===== src/rtl/irq_ctrl_pkg.sv =====
// Shared register map, bus widths and FSM encoding for the irq_ctrl slice.
package irq_ctrl_pkg;

  localparam int unsigned DATA_W = 32;
  localparam int unsigned ADDR_W = 2;

  localparam logic [ADDR_W-1:0] IRQ_ADDR_MASK = 2'd0;
  localparam logic [ADDR_W-1:0] IRQ_ADDR_PEND = 2'd1;
  localparam logic [ADDR_W-1:0] IRQ_ADDR_ID   = 2'd2;
  localparam logic [ADDR_W-1:0] IRQ_ADDR_TCMP = 2'd3;

  typedef enum logic [1:0] {
    IRQ_IDLE = 2'd0,
    IRQ_REQ  = 2'd1,
    IRQ_SVC  = 2'd2,
    IRQ_GAP  = 2'd3
  } irq_state_e;

endpackage


===== src/rtl/irq_ctrl_if.sv =====
// Interrupt lines, register port and CP0 handshake between core and controller.
interface irq_ctrl_if #(
  parameter int unsigned N_SRC = 8,
  parameter int unsigned ID_W  = 4
) ();
  import irq_ctrl_pkg::*;

  logic [N_SRC-1:0]  irq_src;
  logic              wr_en;
  logic [ADDR_W-1:0] wr_addr;
  logic [DATA_W-1:0] wr_data;
  logic [ADDR_W-1:0] rd_addr;
  logic [DATA_W-1:0] rd_data;
  logic              ir_taken;
  logic              eret;
  logic              ir_in;
  logic [ID_W-1:0]   irq_id;

  modport master (
    output irq_src, wr_en, wr_addr, wr_data, rd_addr, ir_taken, eret,
    input  rd_data, ir_in, irq_id
  );

  modport slave (
    input  irq_src, wr_en, wr_addr, wr_data, rd_addr, ir_taken, eret,
    output rd_data, ir_in, irq_id
  );

endinterface


===== src/rtl/irq_ctrl_sync.sv =====
// Two-flop synchroniser for one raw interrupt line plus a one-cycle rising-edge pulse.
module irq_ctrl_sync (
  input  logic clk,
  input  logic rst,
  input  logic async_i,
  output logic rise_c_o
);

  logic meta_q, sync_q, prev_q;

  // Synchroniser chain and edge-history flop.
  always_ff @(posedge clk or negedge rst) begin
    if (!rst) begin
      meta_q <= 1'b0;
      sync_q <= 1'b0;
      prev_q <= 1'b0;
    end else begin
      meta_q <= async_i;
      sync_q <= meta_q;
      prev_q <= sync_q;
    end
  end

  assign rise_c_o = sync_q & ~prev_q;

endmodule


===== src/rtl/irq_ctrl.sv =====
// External interrupt controller feeding CP0 ir_in: edge-latched pending bits,
// mask, fixed lowest-index priority, and a REQ/SVC/GAP handshake with CP0.
// Optional timer source (id N_SRC, compare register at addr 3) under IRQ_TIMER_EN.
module irq_ctrl
  import irq_ctrl_pkg::*;
#(
  parameter int unsigned N_SRC = 8,
  parameter int unsigned ID_W  = 4
) (
  input logic       clk,
  input logic       rst,
  irq_ctrl_if.slave bus
);

`ifdef IRQ_TIMER_EN
  localparam int unsigned N_ALL = N_SRC + 1;
`else
  localparam int unsigned N_ALL = N_SRC;
`endif

  logic [N_SRC-1:0] src_rise;
  logic [N_ALL-1:0] rise, mask_q, mask_d, pend_q, pend_d, req, sel, w1c, eret_clr;
  irq_state_e       state_q, state_d;
  logic [ID_W-1:0]  id_q, id_d, win;
  logic             cur_ok, relatch_q, relatch_d, ir_in_q, ir_in_d, eret_fire;
  logic             wr_mask, wr_pend, valid;
  logic             unused_wdata;

  for (genvar g = 0; g < int'(N_SRC); g++) begin : g_sync
    irq_ctrl_sync u_sync (
      .clk      (clk),
      .rst      (rst),
      .async_i  (bus.irq_src[g]),
      .rise_c_o (src_rise[g])
    );
  end

  assign wr_mask      = bus.wr_en && (bus.wr_addr == IRQ_ADDR_MASK);
  assign wr_pend      = bus.wr_en && (bus.wr_addr == IRQ_ADDR_PEND);
  assign unused_wdata = ^bus.wr_data;

`ifdef IRQ_TIMER_EN
  logic [DATA_W-1:0] cnt_q, cnt_d, tcmp_q, tcmp_d;
  logic              tmr_hit, wr_tcmp;

  assign wr_tcmp = bus.wr_en && (bus.wr_addr == IRQ_ADDR_TCMP);

  // Free-running counter; a new compare value restarts the count so the first period is exact.
  always_comb begin
    tmr_hit = (tcmp_q != '0) && (cnt_q == tcmp_q);
    tcmp_d  = tcmp_q;
    cnt_d   = tmr_hit ? '0 : cnt_q + 32'd1;
    if (wr_tcmp) begin
      tcmp_d = bus.wr_data;
      cnt_d  = '0;
    end
  end

  // Timer registers.
  always_ff @(posedge clk or negedge rst) begin
    if (!rst) begin
      cnt_q  <= '0;
      tcmp_q <= '0;
    end else begin
      cnt_q  <= cnt_d;
      tcmp_q <= tcmp_d;
    end
  end

  assign rise = {tmr_hit, src_rise};
`else
  assign rise = src_rise;
`endif

  assign req    = pend_q & mask_q;
  assign sel    = N_ALL'(1) << id_q;
  assign cur_ok = |(sel & req);
  assign valid  = (state_q == IRQ_REQ) || (state_q == IRQ_SVC);

  // Fixed priority: lowest asserted index of PENDING & MASK.
  always_comb begin
    win = '0;
    for (int i = int'(N_ALL) - 1; i >= 0; i--) begin
      if (req[i]) win = ID_W'(i);
    end
  end

  // CP0 handshake FSM next state.
  always_comb begin
    state_d   = state_q;
    id_d      = id_q;
    eret_fire = 1'b0;
    unique case (state_q)
      IRQ_IDLE: begin
        if (|req) begin
          state_d = IRQ_REQ;
          id_d    = win;
        end
      end
      IRQ_REQ: begin
        if (!cur_ok)          state_d = IRQ_GAP;
        else if (bus.ir_taken) state_d = IRQ_SVC;
      end
      IRQ_SVC: begin
        if (bus.eret) begin
          eret_fire = 1'b1;
          state_d   = IRQ_GAP;
        end
      end
      IRQ_GAP:  state_d = IRQ_IDLE;
      default:  state_d = IRQ_IDLE;
    endcase
    ir_in_d = (state_d == IRQ_REQ) || (state_d == IRQ_SVC);
  end

  // Pending/mask update; an edge on the in-service source during SVC survives the ERET clear.
  always_comb begin
    w1c       = wr_pend ? bus.wr_data[N_ALL-1:0] : '0;
    eret_clr  = (eret_fire && !relatch_q) ? sel : '0;
    pend_d    = (pend_q & ~w1c & ~eret_clr) | rise;
    mask_d    = wr_mask ? bus.wr_data[N_ALL-1:0] : mask_q;
    relatch_d = (state_q == IRQ_SVC) && (relatch_q || |(rise & sel));
  end

  // Controller state registers.
  always_ff @(posedge clk or negedge rst) begin
    if (!rst) begin
      state_q   <= IRQ_IDLE;
      id_q      <= '0;
      mask_q    <= '0;
      pend_q    <= '0;
      relatch_q <= 1'b0;
      ir_in_q   <= 1'b0;
    end else begin
      state_q   <= state_d;
      id_q      <= id_d;
      mask_q    <= mask_d;
      pend_q    <= pend_d;
      relatch_q <= relatch_d;
      ir_in_q   <= ir_in_d;
    end
  end

  // Combinational register read port, zero-extended.
  always_comb begin
    bus.rd_data = '0;
    unique case (bus.rd_addr)
      IRQ_ADDR_MASK: bus.rd_data = DATA_W'(mask_q);
      IRQ_ADDR_PEND: bus.rd_data = DATA_W'(pend_q);
      IRQ_ADDR_ID:   bus.rd_data = {valid, {(DATA_W - 1 - ID_W){1'b0}}, id_q};
`ifdef IRQ_TIMER_EN
      IRQ_ADDR_TCMP: bus.rd_data = tcmp_q;
`endif
      default:       bus.rd_data = '0;
    endcase
  end

  assign bus.ir_in  = ir_in_q;
  assign bus.irq_id = id_q;

endmodule


===== src/flat_wrapper.sv =====
// flat-port wrapper written by rule: the top's interface ports become plain ports
module irq_ctrl_flat import irq_ctrl_pkg::*;
#(
  parameter int unsigned N_SRC = 8,
  parameter int unsigned ID_W  = 4
)
  (clk, rst, bus_irq_src, bus_wr_en, bus_wr_addr, bus_wr_data, bus_rd_addr, bus_ir_taken, bus_eret, bus_rd_data, bus_ir_in, bus_irq_id);
  irq_ctrl_if #(.N_SRC(N_SRC), .ID_W(ID_W)) bus_i ();
  input logic clk;
  input logic rst;
  input wire logic [$bits(bus_i.irq_src)-1:0] bus_irq_src;
  input wire logic [$bits(bus_i.wr_en)-1:0] bus_wr_en;
  input wire logic [$bits(bus_i.wr_addr)-1:0] bus_wr_addr;
  input wire logic [$bits(bus_i.wr_data)-1:0] bus_wr_data;
  input wire logic [$bits(bus_i.rd_addr)-1:0] bus_rd_addr;
  input wire logic [$bits(bus_i.ir_taken)-1:0] bus_ir_taken;
  input wire logic [$bits(bus_i.eret)-1:0] bus_eret;
  output wire logic [$bits(bus_i.rd_data)-1:0] bus_rd_data;
  output wire logic [$bits(bus_i.ir_in)-1:0] bus_ir_in;
  output wire logic [$bits(bus_i.irq_id)-1:0] bus_irq_id;
  assign bus_i.irq_src = bus_irq_src;
  assign bus_i.wr_en = bus_wr_en;
  assign bus_i.wr_addr = bus_wr_addr;
  assign bus_i.wr_data = bus_wr_data;
  assign bus_i.rd_addr = bus_rd_addr;
  assign bus_i.ir_taken = bus_ir_taken;
  assign bus_i.eret = bus_eret;
  assign bus_rd_data = bus_i.rd_data;
  assign bus_ir_in = bus_i.ir_in;
  assign bus_irq_id = bus_i.irq_id;
  irq_ctrl #(.N_SRC(N_SRC), .ID_W(ID_W)) u_core (.clk(clk), .rst(rst), .bus(bus_i));
endmodule

===== config.mk =====
export PLATFORM = sky130hd
export DESIGN_NAME = irq_ctrl_flat
export DESIGN_NICKNAME = d
export VERILOG_FILES = /design/src/rtl/irq_ctrl_pkg.sv /design/src/rtl/irq_ctrl_if.sv /design/src/rtl/irq_ctrl_sync.sv /design/src/rtl/irq_ctrl.sv /design/src/flat_wrapper.sv
export SDC_FILE = /design/constraint.sdc
export NUM_CORES = 1
export LEC_CHECK = 0
export ABC_AREA = 1
export CAP_MARGIN = 15
export CORE_MARGIN = 5
export CORE_UTILIZATION = 35
export CTS_CLUSTER_DIAMETER = 30
export CTS_CLUSTER_SIZE = 20
export DETAILED_ROUTE_END_ITERATION = 8
export PLACE_DENSITY_LB_ADDON = 0.25
export SETUP_SLACK_MARGIN = 0.4
export SLEW_MARGIN = 20
export SYNTH_ARGS = -nofsm -noshare
export SYNTH_HDL_FRONTEND = slang
export SYNTH_SLANG_ARGS = --single-unit

===== constraint.sdc =====
create_clock -name clk -period 2.5 [get_ports clk]
set_clock_uncertainty 0.05 [all_clocks]
set_input_delay 0.375 -clock clk [delete_from_list [all_inputs] [get_ports clk]]
set_output_delay 0.375 -clock clk [all_outputs]
set_load 0.1 [all_outputs]

==> impl_results.html <==
<table>
<tr><th>Metric</th><th>Value</th></tr>
<tr><th colspan="2">Cells and area</th></tr>
<tr><td>Area growth, synth to finish</td><td>27.12%</td></tr>
<tr><td>Area of combinational cells with multiple inputs</td><td>863.3 um^2</td></tr>
<tr><td>Final design utilization</td><td>45.71%</td></tr>
<tr><td>Post-Layout Inst Area</td><td>2903 um^2</td></tr>
<tr><td>Layout filler cell count</td><td>622</td></tr>
<tr><td>NumNets Final</td><td>369</td></tr>
<tr><td>Fraction of final layout cells sized beyond drive strength 1</td><td>11.67%</td></tr>
<tr><td>Non-filler instance count after layout</td><td>394</td></tr>
<tr><td>Register area</td><td>1187 um^2</td></tr>
<tr><td>Total inserted antenna cells</td><td>0</td></tr>
<tr><th colspan="2">Setup path</th></tr>
<tr><td>Required time reported for the critical path endpoint</td><td>2.08 ns</td></tr>
<tr><td>Largest stage delay, worst path</td><td>0.50 ns</td></tr>
<tr><td>List of cells traversed by the critical path</td><td>clkdlybuf4s50_1, nand2_1, o211ai_1, buf_12</td></tr>
<tr><td>Critical path class</td><td>in -&gt; out</td></tr>
<tr><td>Critical-path cell with the highest stage delay</td><td>sky130_fd_sc_hd__clkdlybuf4s50_1</td></tr>
<tr><td>CP startpoint kind</td><td>input pin</td></tr>
<tr><td>Crit path DAT</td><td>1.61 ns</td></tr>
<tr><td>Worst Setup End Kind</td><td>output pin</td></tr>
<tr><td>Maximum fanout along the worst path</td><td>4</td></tr>
<tr><th colspan="2">Synthesis</th></tr>
<tr><td>Async S/R FF share, synth</td><td>100.0%</td></tr>
<tr><td>Fraction of synthesized cell area taken by the top area cell type</td><td>51.51%</td></tr>
<tr><td>Cell type with the highest aggregate area in the netlist</td><td>sky130_fd_sc_hd__dfrtp_1</td></tr>
<tr><td>Most numerous cell in the Yosys netlist</td><td>sky130_fd_sc_hd__nand2_1</td></tr>
<tr><td>Main flop type after synthesis</td><td>sky130_fd_sc_hd__dfrtp_1</td></tr>
<tr><td>Flops &amp; latches, synth</td><td>47</td></tr>
<tr><td>Mapped Avg Cell Area</td><td>8.426 um^2</td></tr>
<tr><td>Most numerous cell types in the synthesized netlist</td><td>sky130_fd_sc_hd__nand2_1, sky130_fd_sc_hd__dfrtp_1, sky130_fd_sc_hd__inv_1</td></tr>
<tr><td>Count of mapped cells out of synthesis</td><td>271</td></tr>
<tr><td>Netlist cell types</td><td>27</td></tr>
<tr><td>Cell Area, Synth</td><td>2283 um^2</td></tr>
<tr><td>Sequential cell area fraction in the yosys report</td><td>51.51%</td></tr>
<tr><td>Number of enable flip-flop cells after synthesis</td><td>0</td></tr>
<tr><td>Synth warn</td><td>0</td></tr>
<tr><td>Top cells by area in the synthesized netlist</td><td>sky130_fd_sc_hd__dfrtp_1, sky130_fd_sc_hd__nand2_1, sky130_fd_sc_hd__buf_4</td></tr>
<tr><th colspan="2">Drt</th></tr>
<tr><td>Per-cell routed wire length</td><td>12.55 um</td></tr>
<tr><td>First drt pass iteration count</td><td>6</td></tr>
<tr><td>Via count</td><td>1781</td></tr>
<tr><td>Final wirelength</td><td>4.944 mm</td></tr>
<tr><td>Post-route DRC violation count</td><td>0</td></tr>
<tr><td>Number of DRC markers after the initial detailed-route iteration</td><td>84</td></tr>
<tr><td>Via/cell ratio</td><td>4.520</td></tr>
<tr><td>Count of antenna-violating nets left after detailed routing</td><td>0</td></tr>
<tr><th colspan="2">Power and ir drop</th></tr>
<tr><td>Lkg Pwr</td><td>1.428 nW</td></tr>
<tr><td>Worst vdd rail ir drop</td><td>0.6963 mV</td></tr>
<tr><td>Power density of the placed cells</td><td>1071 nW/um^2</td></tr>
<tr><th colspan="2">Worst hold path</th></tr>
<tr><td>Worst Hold Class</td><td>in -&gt; async</td></tr>
<tr><th colspan="2">Run</th></tr>
<tr><td># Max-Cap Violations</td><td>0</td></tr>
<tr><th colspan="2">Timing</th></tr>
<tr><td>Final period util</td><td>81.45%</td></tr>
<tr><td>Worst-case setup margin in the final layout</td><td>0.4638 ns</td></tr>
<tr><td>Maximum clock frequency</td><td>491.1 MHz</td></tr>
<tr><td>Setup Viol. Count Final</td><td>0</td></tr>
<tr><td>Period minus WS final</td><td>2.036 ns</td></tr>
<tr><td>Transition at the pin with the smallest max-transition slack</td><td>0.8512 ns</td></tr>
<tr><td>Slew HR</td><td>43.25%</td></tr>
<tr><td>Setup repair after global routing missed its margin</td><td>false</td></tr>
<tr><td>Final total negative setup slack</td><td>0 ns</td></tr>
<tr><td>Fin. max-slew vios</td><td>0</td></tr>
<tr><td>Endpoints failing hold</td><td>0</td></tr>
<tr><th colspan="2">Clock network</th></tr>
<tr><td>CTS clock-pin slew for the worst setup and hold paths</td><td>0.09 ns</td></tr>
<tr><td>Hold buffer count at CTS</td><td>0</td></tr>
<tr><td>CTS tree</td><td>yes</td></tr>
<tr><td>Cts bufs inserted</td><td>5</td></tr>
<tr><td>Buffer depth of the longest clock path</td><td>2</td></tr>
<tr><td>Number of buffers added for setup after CTS</td><td>0</td></tr>
<tr><td>Number of instances resized during post-cts repair</td><td>0</td></tr>
<tr><td>Clock Latency Late Sink</td><td>0.30 ns</td></tr>
<tr><td>Clock net sink count</td><td>47</td></tr>
<tr><td># H-tree levels</td><td>2</td></tr>
<tr><td>Clock tree root buffer cell</td><td>sky130_fd_sc_hd__clkbuf_8</td></tr>
<tr><th colspan="2">Global route</th></tr>
<tr><td>Initial antenna violation count</td><td>0</td></tr>
<tr><td>Pin count of the biggest net entering global routing</td><td>40</td></tr>
<tr><td>Overall overflow remaining after global route</td><td>0</td></tr>
<tr><td>All-layer global routing usage</td><td>12.19%</td></tr>
<tr><td>Vias in the first global route</td><td>1681</td></tr>
<tr><td>Global-route wire length before repair</td><td>8.183 mm</td></tr>
<tr><th colspan="2">Place</th></tr>
<tr><td>Worst slack, placed</td><td>0.4531 ns</td></tr>
<tr><td>Count of buffers inserted at the top-level ports</td><td>37</td></tr>
<tr><td>Cell total after placement</td><td>386</td></tr>
<tr><td>HPWL after detailed placement</td><td>3.906 mm</td></tr>
<tr><td>Standard cell area after detailed placement</td><td>2763 um^2</td></tr>
<tr><td>Final RePlAce weighted congestion</td><td>0.8423</td></tr>
<tr><th colspan="2">Floorplanning</th></tr>
<tr><td>Total I/O pin count</td><td>86</td></tr>
<tr><td>Width of the die</td><td>90.77 um</td></tr>
<tr><td>Core area</td><td>6350 um^2</td></tr>
<tr><td>Full die area</td><td>8239 um^2</td></tr>
<tr><td>Initial Util</td><td>35.96%</td></tr>
<tr><td>Overall die height</td><td>90.77 um</td></tr>
<tr><td>Row count</td><td>29</td></tr>
<tr><th colspan="2">Run status</th></tr>
<tr><td>Status</td><td>completed</td></tr>
</table>
## cells by family (layout without fill, tap and decap cells)
group                    count (synthesis)  in the layout  synth area share (%)
buffers and inverters                   62             85                 14.58
AO/OA/AOI/OAI                           42             42                 10.96
adder cells (fa/ha/maj)                  4              4                 2.192
AND/OR/NAND/NOR                        115            115                 20.60
other                                    1             24                0.1642
flip-flops                              47             47                 51.51
## stage by stage
stage | total power [mW] | hold slack (ns)
6_report | 3.110 | 0.1271
3_3_place_gp | 2.448 | 0.2817
2_1_floorplan | 2.116 | 0.02941
3_5_place_dp | 2.462 | 0.2855
5_1_grt | 3.295 | 0.2020
4_1_cts | 3.139 | 0.1548
## state kept, by name, summed over array words and instances, names as in the netlist
name and cells:
u_core.state_q 2, u_core.mask_q 8, u_core.pend_q 8, u_core.bus.irq_id 3, u_core.g_sync.u_sync.meta_q 8, u_core.g_sync.u_sync.sync_q 8, u_core.g_sync.u_sync.prev_q 8, u_core.bus.ir_in 1
u_core.relatch_q 1
## worst max-delay path, delay by kind of cell
kind | cells | cell delay [ns]
and+or+nand+nor | 1 | 0.17
buffers and inverters | 2 | 0.72
AOI/OAI and AO/OA | 1 | 0.34
## path summary, 6_finish.rpt
kind / start / endpoint / slack, ns / cells past startpoint
worst min register to register: u_core.g_sync[1].u_sync.meta_q / u_core.g_sync[1].u_sync.sync_q / 0.30 / 0
max in group asynchronous: rst / u_core.state_q[0] / 1.64 / 2
worst max-delay path: bus_rd_addr[1] / bus_rd_data[2] / 0.46 / 4
min in group clk: u_core.g_sync[1].u_sync.meta_q / u_core.g_sync[1].u_sync.sync_q / 0.30 / 0
worst max register to register: u_core.bus.irq_id[1] / u_core.bus.ir_in / 0.82 / 11
worst min-delay path: rst / u_core.g_sync[6].u_sync.meta_q / 0.13 / 1
## per-layer routing
metal | GRT usage [%] | vias up | share of wire (%)
met5 | 0 | - | 0
met4 | 2.934 | 0 | 0.73
met3 | 3.333 | 4 | 7.6
met2 | 20.82 | 65 | 47
met1 | 15.26 | 810 | 44
li1 | - | 902 | -
## cells in the final DEF (no fill, tap or decap), drive strengths merged, types with 2 or more instances in the layout
cell	synthesis	routed
o21ai	23	23
a21oi	4	4
nand3b	2	2
inv	36	37
clkdlybuf4s50	0	23
nand3	8	8
bufinv	0	2
nor2	26	26
buf	25	18
conb	1	24
ha	4	4
dfrtp	47	47
nand2	68	68
o211ai	3	3
nor3	9	9
o22ai	6	6
clkbuf	1	5
## final cells by class
cell class / count / area share, %
clock buffer: 5 / 2.371
clock inverter: 3 / 2.457
inverter: 36 / 4.828
multi-input combinational: 185 / 29.74
sequential: 47 / 40.91
tap: 77 / 3.319
timing repair buffer: 41 / 16.38
## power breakdown
part,leakage [nW],internal (mW),switching [mW]
clock network,0.0703,0.406,0.258
logic,0.816,0.386,1.05
registers,0.541,0.896,0.111
total,1.43,1.69,1.42
No activity file was read; power rests on OpenSTA's default activity.
